--- src/rtl/arm_prog_loader.sv ---
// rtl/arm_prog_loader.sv - boot-time byte-stream program loader for arm_memory/arm_core
module arm_prog_loader #(
  parameter logic [31:0] BASE_ADDR = 32'h0000_0000,
  parameter int          MAX_WORDS = 1024
) (
  input  logic        clk,
  input  logic        rst,
  input  logic        in_valid,
  input  logic [7:0]  in_data,
  output logic        in_ready,
  output logic [31:0] mem_addr,
  output logic [31:0] mem_data_in,
  output logic        mem_write_en,
  output logic        core_rst,
  input  logic        core_halted,
  output logic        running,
  output logic        done,
  output logic        err,
  output logic [15:0] words_loaded
);

  typedef enum logic [2:0] {S_HDR, S_DATA, S_WRITE, S_RUN, S_DONE, S_ERR} state_t;

  localparam logic [31:0] MAX_W = 32'(MAX_WORDS);

  state_t      state_q, state_d;
  logic [1:0]  idx_q, idx_d;
  logic [23:0] asm_q, asm_d;
  logic [15:0] n_q, n_d;
  logic [15:0] words_q, words_d;
  logic [31:0] addr_q, addr_d;
  logic [31:0] wdata_q, wdata_d;

  logic        accept;
  logic [31:0] full_word;

  // Outputs are gated by rst so nothing leaks out while reset is being held.
  assign in_ready     = rst && (state_q == S_HDR || state_q == S_DATA);
  assign mem_write_en = rst && (state_q == S_WRITE);
  assign core_rst     = !rst || !(state_q == S_RUN || state_q == S_DONE);
  assign running      = rst && (state_q == S_RUN);
  assign done         = rst && (state_q == S_DONE);
  assign err          = rst && (state_q == S_ERR);
  assign mem_addr     = addr_q;
  assign mem_data_in  = wdata_q;
  assign words_loaded = words_q;

  assign accept    = in_valid && in_ready;
  assign full_word = {in_data, asm_q};

  always_comb begin
    state_d = state_q;
    idx_d   = idx_q;
    asm_d   = asm_q;
    n_d     = n_q;
    words_d = words_q;
    addr_d  = addr_q;
    wdata_d = wdata_q;
    case (state_q)
      S_HDR, S_DATA: begin
        if (accept) begin
          if (idx_q == 2'd3) begin
            idx_d = 2'd0;
            if (state_q == S_HDR) begin
              if (full_word == 32'd0 || full_word > MAX_W) begin
                state_d = S_ERR;
              end else begin
                n_d     = full_word[15:0];
                state_d = S_DATA;
              end
            end else begin
              wdata_d = full_word;
              addr_d  = BASE_ADDR + {14'd0, words_q, 2'b00};
              state_d = S_WRITE;
            end
          end else begin
            idx_d = idx_q + 2'd1;
            case (idx_q)
              2'd0:    asm_d[7:0]   = in_data;
              2'd1:    asm_d[15:8]  = in_data;
              default: asm_d[23:16] = in_data;
            endcase
          end
        end
      end
      S_WRITE: begin
        words_d = words_q + 16'd1;
        state_d = (words_q + 16'd1 == n_q) ? S_RUN : S_DATA;
      end
      S_RUN: begin
        if (core_halted) state_d = S_DONE;
      end
      default: ;
    endcase
  end

  always_ff @(posedge clk) begin
    if (!rst) begin
      state_q <= S_HDR;
      idx_q   <= 2'd0;
      asm_q   <= 24'd0;
      n_q     <= 16'd0;
      words_q <= 16'd0;
      addr_q  <= 32'd0;
      wdata_q <= 32'd0;
    end else begin
      state_q <= state_d;
      idx_q   <= idx_d;
      asm_q   <= asm_d;
      n_q     <= n_d;
      words_q <= words_d;
      addr_q  <= addr_d;
      wdata_q <= wdata_d;
    end
  end

endmodule

--- config.mk ---
export PLATFORM = sky130hd
export DESIGN_NAME = arm_prog_loader
export DESIGN_NICKNAME = d
export VERILOG_FILES = /design/src/rtl/arm_prog_loader.sv
export SDC_FILE = /design/constraint.sdc
export NUM_CORES = 1
export LEC_CHECK = 0
export CAP_MARGIN = 0
export CORE_MARGIN = 3
export CORE_UTILIZATION = 47
export DETAILED_ROUTE_END_ITERATION = 12
export PLACE_DENSITY = 0.84
export RECOVER_POWER = 50
export SLEW_MARGIN = 20
export SYNTH_ARGS = -nofsm -noshare
export SYNTH_HDL_FRONTEND = slang
export SYNTH_SLANG_ARGS = --single-unit
--- constraint.sdc ---
create_clock -name clk -period 1.9 [get_ports clk]
set_input_delay 0.57 -clock clk [delete_from_list [all_inputs] [get_ports clk]]
set_output_delay 0.57 -clock clk [all_outputs]
set_load 0.005 [all_outputs]
### Word-level counts from Yosys, hierarchy flattened

Cells that the tools add are included.

| storage, ports and cells | value |
|---|---|
| register bits | 109 |
| input bits | 12 |
| output and inout port bits | 86 |
| word-level logic and storage cells | 60 |

| operators by class | value |
|---|---|
| $add $sub $neg | 2 |
| magnitude comparators | 1 |
| equality and inequality tests | 11 |
| muxes and demuxes | 8 |
| bitwise logic cells | 4 |
| reduce and logical (&&, ||, !) cells | 25 |

Operator list:

| operator | number |
|---|---|
| greater-than comparator 32 x 11 -> 1 bit (second input constant) | 1 |
| zero test 32 bit | 1 |
| AND reduction 4 bit | 5 |
| adder 16 x 1 -> 16 bit (second input constant) | 1 |
| equality test 16 bit | 1 |
| 2-to-1 mux 3 bit | 5 |
| one-hot mux 3 bit (3 select lines) | 1 |
| equality test 3 x 2 -> 1 bit (second input constant) | 2 |
| equality test 3 bit (second input constant) | 2 |
| logical AND 1 bit | 6 |
| inequality test 2 bit (second input constant) | 3 |
| AND reduction 5 bit | 1 |
| logical OR 1 bit | 4 |
| 2-to-1 mux 2 bit | 2 |
| inverter 1 bit | 4 |
| OR reduction 2 bit | 2 |
| equality test 3 x 1 -> 1 bit (second input constant) | 1 |
| zero test 3 bit | 1 |
| nonzero test 3 bit | 1 |
| adder 2 x 1 -> 2 bit (second input constant) | 1 |
| equality test 2 x 1 -> 1 bit (second input constant) | 1 |
| equality test 2 bit (second input constant) | 1 |
| zero test 1 bit | 2 |
| zero test 2 bit | 1 |
| AND reduction 2 bit | 1 |

### Logic depth before layout (Yosys ltp)

Gate-level depths: netlist (run 1).

| depth | value |
|---|---|
| depth in word-level cells | 7 |
| depth in mapped cells | 10 |
| mapped depth without buffers | 7 |

### Worst setup path after synthesis (run 1)

Ideal clock, no wire load.

| timing | value |
|---|---|
| path kind | reg-to-reg |
| start | register words_q[1] (netlist: words_loaded[1]) |
| end | register state_q[1] |
| library setup time | 96 ps |
| data arrival time | 1866 ps |
| data required time | 1804 ps |
| path slack | -62 ps |
| stages on the path, launching flop included | 8 |
| path buffers | 0 |
| clock period less this slack | 1962 ps |
| cells stage by stage | dfxtp_1 > ha_1 > nand3_2 > nor4_1 > xor2_1 > o21ai_0 > nand4_1 > o41ai_2 |

| between the ends | value |
|---|---|
| word-level cells in the longest chain between the ends | 4 |

RTL lines:

| element | RTL line | source |
|---|---|---|
| start, declared | 30 | `logic [15:0] words_q, words_d;` |
| start signal, assigned | 111 | `words_q <= words_d;` |
| adder 16 x 1 -> 16 bit | 88 | `state_d = (words_q + 16'd1 == n_q) ? S_RUN : S_DATA;` |
| equality test 16 bit | 88 |  |
| 2-to-1 mux 2 bit | 88 |  |
| one-hot mux 3 bit (3 select lines) | 59 | `case (state_q)` |
| end signal, assigned | 107 | `state_q <= state_d;` |
| end, declared | 26 | `state_t state_q, state_d;` |

No other way between the ends.
A chain may end at the register's enable or synchronous reset.

### Worst setup path in the final report (run 1)

| timing | value |
|---|---|
| start | input port in_data[3] |
| end | register n_q[0] |

| between the ends | value |
|---|---|
| word-level cells in the longest chain between the ends | 4 |
| elaborated cells on any way between the ends | 5 |
| classes of those cells | order compare (1); bitwise (1); reduce/logical (3) |

RTL lines:

| element | RTL line | source |
|---|---|---|
| start, declared | 9 | `input logic [7:0] in_data,` |
| greater-than comparator 32 x 11 -> 1 bit or zero test 32 bit (tied branches) | 65 | `if (full_word == 32'd0 \|\| full_word > MAX_W) begin` |
| logical OR 1 bit (*) | 65 |  |
| inverter 1 bit (no source line) (*) | - |  |
| AND reduction 5 bit (no source line) (*) | - |  |
| end signal, assigned | 110 | `n_q <= n_d;` |
| end, declared | 29 | `logic [15:0] n_q, n_d;` |

Mark *: on every way between the ends. The rest lies on a longest branch, timed or not.

==> metrics.json, run 1 <==
{
  "run_status": "finished with violations",
  "failed_checks": "negative setup slack",
  "floorplan.die.height_microns": 110.0,
  "placeableCoreArea_sq_mm": 0.01042,
  "clkTransAtPathRegs_ns": 0.11,
  "synth_top_family_by_area": "simple AND/OR/NAND/NOR gates",
  "timing.rr.start": "words_loaded[0]",
  "dieWidth_microns": 110.0,
  "timing_max_transition_violations_final": 0,
  "worstHoldEndpoint": "mem_data_in[21]",
  "clock_power_share_pct": 36.8,
  "globalRouteTotalUtil_pct": 22.82,
  "worstSetupEndpointType": "flip-flop",
  "yosys_most_used_dff": "dfxtp_1",
  "antenna_violations_before_repair": 0,
  "cts_root_buffer": "clkbuf_8",
  "antenna_cells_inserted": 0,
  "final_cell_count_no_fill": 871,
  "criticalPathCategory": "primary input to flip-flop",
  "fmax_mhz": 516.2,
  "reg2reg_setup_slack_ns": -0.01,
  "tritoncts_clock_tree": "built",
  "via_count": 4639,
  "largest_net_degree_at_the_start_of_global_routing": 60,
  "portBuffers": 81,
  "hold_violations": 0,
  "synth_cell_type_count": 49,
  "synth_edf_count": 0,
  "crit_path_top_delay_cell": "nor4b_4",
  "nets_final": 747,
  "crit_path_max_incr_delay_ns": 0.37,
  "post_synth_xor_area_fraction_pct": 6.027,
  "power.density_cell_area_mw_per_mm2": 576.3,
  "ios": 98,
  "holdBufCountCts": 0,
  "placement_rows": 37,
  "rsz0062_at_grt": "true",
  "area_growth_pct": 37.32,
  "clock_insertion_delay_worst_skew_ns": 0.38,
  "postRouteAntennaNets": 0,
  "cts_inserted_buffers": 9,
  "yosys_warnings": 0,
  "hpwl_microns": 9560,
  "power.switching_fraction_pct": 24.62,
  "final.hold.worst_slack_ns": 0.4641,
  "timing.critical_path.max_delay_family": "simple AND/OR/NAND/NOR gates",
  "skew_ns": 0.009876,
  "initial_core_util_pct": 48.83,
  "cp.arrival_ns": 2.26,
  "vias_in_the_first_global_route": 4508,
  "yosys_register_bits": 109,
  "drt-initial-drc-count": 228,
  "max-clock-path-buffers": 2,
  "p_leak_nw": 2.727,
  "setup.worst_path.start_class": "primary input",
  "place.gp.congestion": 0.9230,
  "irDropWorstVdd_mv": 0.4764,
  "period_share_pct": 102.0,
  "syn_avg_cell_area_sq_um": 8.548,
  "synth.area.mux_share_pct": 2.558,
  "finalSetupViolations": 5,
  "power.share.sequential_pct": 57.3,
  "ys_async_sr_fraction_pct": 0,
  "grt_pass1_wl_microns": 21810,
  "syn_inst": 595,
  "min_from": "mem_data_in[21]",
  "netSwitchingPower_mw": 0.9909,
  "fin_ws_ns": -0.03733,
  "hold_class": "flip-flop to flip-flop",
  "via_per_inst": 5.326,
  "route.detailed.wl_per_inst_microns": 16.07,
  "sequential_to_total_area_share_from_yosys_stat_pct": 42.90,
  "drv.max_cap_violation_count": 0,
  "whs_path_depth": 2,
  "grt_overflow": 0,
  "synthAdderAreaFrac_pct": 1.230,
  "compound_gate_portion_of_the_synthesized_area_pct": 14.61,
  "cts_num_sinks": 109,
  "cell_by_cell_trace_of_the_critical_path": "dlygate4sd2_1 > nor4_2 > nand2_1 > nor4b_4 > nand4_4 > buf_12 > mux2i_4 > nor2b_1",
  "drt_first_pass_iters": 5,
  "cp.required_ns": 2.22,
  "critPathMaxFanout": 8,
  "placement.cell_area_sq_mm": 0.006457,
  "period_needed_ns": 1.937,
  "drc": 0,
  "fin_tns_setup_ns": -0.09167,
  "design.die.area_sq_mm": 0.01211,
  "dp.cells": 846,
  "final.fill_count": 791,
  "number_of_buffers_and_inverters_on_the_critical_path": 2,
  "h-tree-depth": 3,
  "synth_area_sq_mm": 0.005086,
  "comb_power_share_pct": 5.9,
  "post_route_cells_drive_above_1_share_pct": 22.72,
  "final_design_area_no_fill_sq_mm": 0.006984,
  "internal_power_mw": 3.034,
  "postRouteWirelength_microns": 14000,
  "worstReg2RegEnd": "words_loaded[10]",
  "reg2reg_depth": 7,
  "simple_gate_area_share_of_the_yosys_netlist_pct": 26.20
}
-- final cells by class --
class	instances	area, sq um	share of cell area (%)
Tap cell	136	170.2	2.436
Multi-Input combinational cell	439	2877	41.19
Inverter	7	26.28	0.3762
Sequential cell	109	2223	31.83
Clock buffer	9	123.9	1.774
Clock inverter	7	82.58	1.182
Timing Repair Buffer	164	1481	21.21
-- placed cells by master (no fill, tap or decap), types with 3 or more instances in the layout --
| master | synthesis | routed |
|---|---|---|
| a21boi_0 | 53 | 53 |
| a21boi_1 | 23 | 23 |
| a21oi_1 | 4 | 4 |
| and2_1 | 16 | 15 |
| and3_1 | 10 | 6 |
| and3_4 | 0 | 3 |
| buf_12 | 0 | 4 |
| buf_2 | 14 | 5 |
| buf_4 | 18 | 72 |
| buf_6 | 1 | 4 |
| clkbuf_2 | 0 | 3 |
| clkbuf_8 | 0 | 9 |
| clkdlybuf4s50_1 | 0 | 58 |
| conb_1 | 1 | 16 |
| dfxtp_1 | 109 | 86 |
| dfxtp_2 | 0 | 18 |
| dfxtp_4 | 0 | 5 |
| dlygate4sd2_1 | 0 | 11 |
| ha_1 | 5 | 4 |
| inv_1 | 7 | 7 |
| mux2i_1 | 13 | 11 |
| nand2_1 | 139 | 137 |
| nand2_2 | 1 | 3 |
| nand3_1 | 29 | 28 |
| nand3_4 | 0 | 3 |
| nand4_1 | 10 | 10 |
| nor2_1 | 15 | 13 |
| nor2b_1 | 15 | 14 |
| nor3_1 | 9 | 6 |
| nor4_2 | 0 | 3 |
| nor4_4 | 0 | 5 |
| o211ai_1 | 3 | 3 |
| o21ai_0 | 6 | 6 |
| or3_1 | 3 | 3 |
| xnor2_1 | 24 | 23 |
| xor2_1 | 11 | 11 |
-- Yosys cell counts (all sizes together) (2+ instances only) --
master / instances / area, sq um
nand2b: 2 / 12.51
nor4: 9 / 56.30
nand3: 31 / 165.2
and2: 16 / 100.1
nor3b: 2 / 31.28
xnor2: 24 / 210.2
o211ai: 3 / 22.52
a2111oi: 2 / 23.77
o21ai: 7 / 35.03
nor2: 15 / 56.30
nor3: 9 / 45.04
o21a: 2 / 15.01
buf: 33 / 216.5
clkbuf: 22 / 82.58
and3: 10 / 62.56
mux2i: 13 / 130.1
inv: 7 / 26.28
xor2: 11 / 96.34
dfxtp: 109 / 2182
a21boi: 76 / 570.6
or3: 3 / 18.77
nand4: 12 / 96.34
nand2: 140 / 528.0
nor2b: 15 / 93.84
ha: 5 / 62.56
a21oi: 4 / 20.02
-- cell families after synthesis --
family | after synthesis
AOI/OAI and AO/OA | 100
DFF | 109
adders and majority gates | 5
and+or+nand+nor | 270
buffers and inverters | 62
muxes | 13
xor gates and xnor gates | 35
other | 1
-- per-stage QoR --
step	total power [mW]	setup slack, ns	util, %
6_report	4.025	-0.03733	67.05
5_1_grt	4.161	-0.1611	67.05
4_1_cts	4.039	-0.09335	65.85
3_5_place_dp	2.587	-0.6509	61.99
3_3_place_gp	2.579	-0.5337	61.99
2_1_floorplan	2.503	-0.03856	-
-- metal layers --
| metal | up-vias | track usage [%] | share of wire, % |
|---|---|---|---|
| li1 | 2243 | - | - |
| met1 | 2221 | 26.87 | 40 |
| met2 | 151 | 41.38 | 53 |
| met3 | 24 | 4.310 | 5.4 |
| met4 | 0 | 7.658 | 1.8 |
| met5 | - | 0 | 0 |
-- power by group through the flow --
| stage | sequential, mW | clock (mW) | combinational, mW |
|---|---|---|---|
| 6_report | 2.31 | 1.48 | 0.237 |
| 5_1_grt | 2.31 | 1.59 | 0.258 |
| 4_1_cts | 2.31 | 1.50 | 0.230 |
| 3_5_place_dp | 2.36 | 0 | 0.224 |
| 3_3_place_gp | 2.36 | 0 | 0.217 |
| 2_1_floorplan | 2.36 | 0 | 0.141 |
-- worst max-delay path by stage --
| stage | from | cells after the start | endpoint |
|---|---|---|---|
| floorplan | in_data[6] | 7 | n_q[8] |
| global placement | in_data[6] | 8 | n_q[4] |
| detailed placement | in_data[6] | 8 | n_q[0] |
| CTS | asm_q[4] | 7 | n_q[0] |
| global route | in_data[3] | 8 | n_q[1] |
| finish | in_data[3] | 8 | n_q[0] |
-- repair_timing --
action                                  in CTS  in global routing
setup buffers                                6                  1
endpoints found under the setup margin      36                 64
gates cloned                                 1                  1
resized for setup                           78                 38
pin swaps                                   14                 12
-- worst reg2reg max path: stages, from the launching register on --
cell and delay (ns):
dfxtp_2 0.37, ha_2 0.22, buf_4 0.14, and3_4 0.21, nand2_2 0.07, or2_4 0.27
or3_1 0.34, a21boi_1 0.21
-- state kept, by name, summed over array words and instances, names as in the netlist --
register      flops
idx_q             2
words_loaded     16
n_q              16
mem_addr         16
state_q           3
mem_data_in      32
asm_q            24
Note: power is estimated with default switching activity, not from simulation.
==> run 2, diff against run 1 <==
--- a/config.mk
+++ b/config.mk
@@ -5,10 +5,10 @@
 export SDC_FILE = /design/constraint.sdc
 export NUM_CORES = 1
 export LEC_CHECK = 0
-export CAP_MARGIN = 0
 export CORE_MARGIN = 3
 export CORE_UTILIZATION = 47
 export DETAILED_ROUTE_END_ITERATION = 12
+export HOLD_SLACK_MARGIN = 0.06
 export PLACE_DENSITY = 0.84
 export RECOVER_POWER = 50
 export SLEW_MARGIN = 20
==> results of run 2 <==
Same layout as run 1: the final DEF is identical, and so are final timing and power.
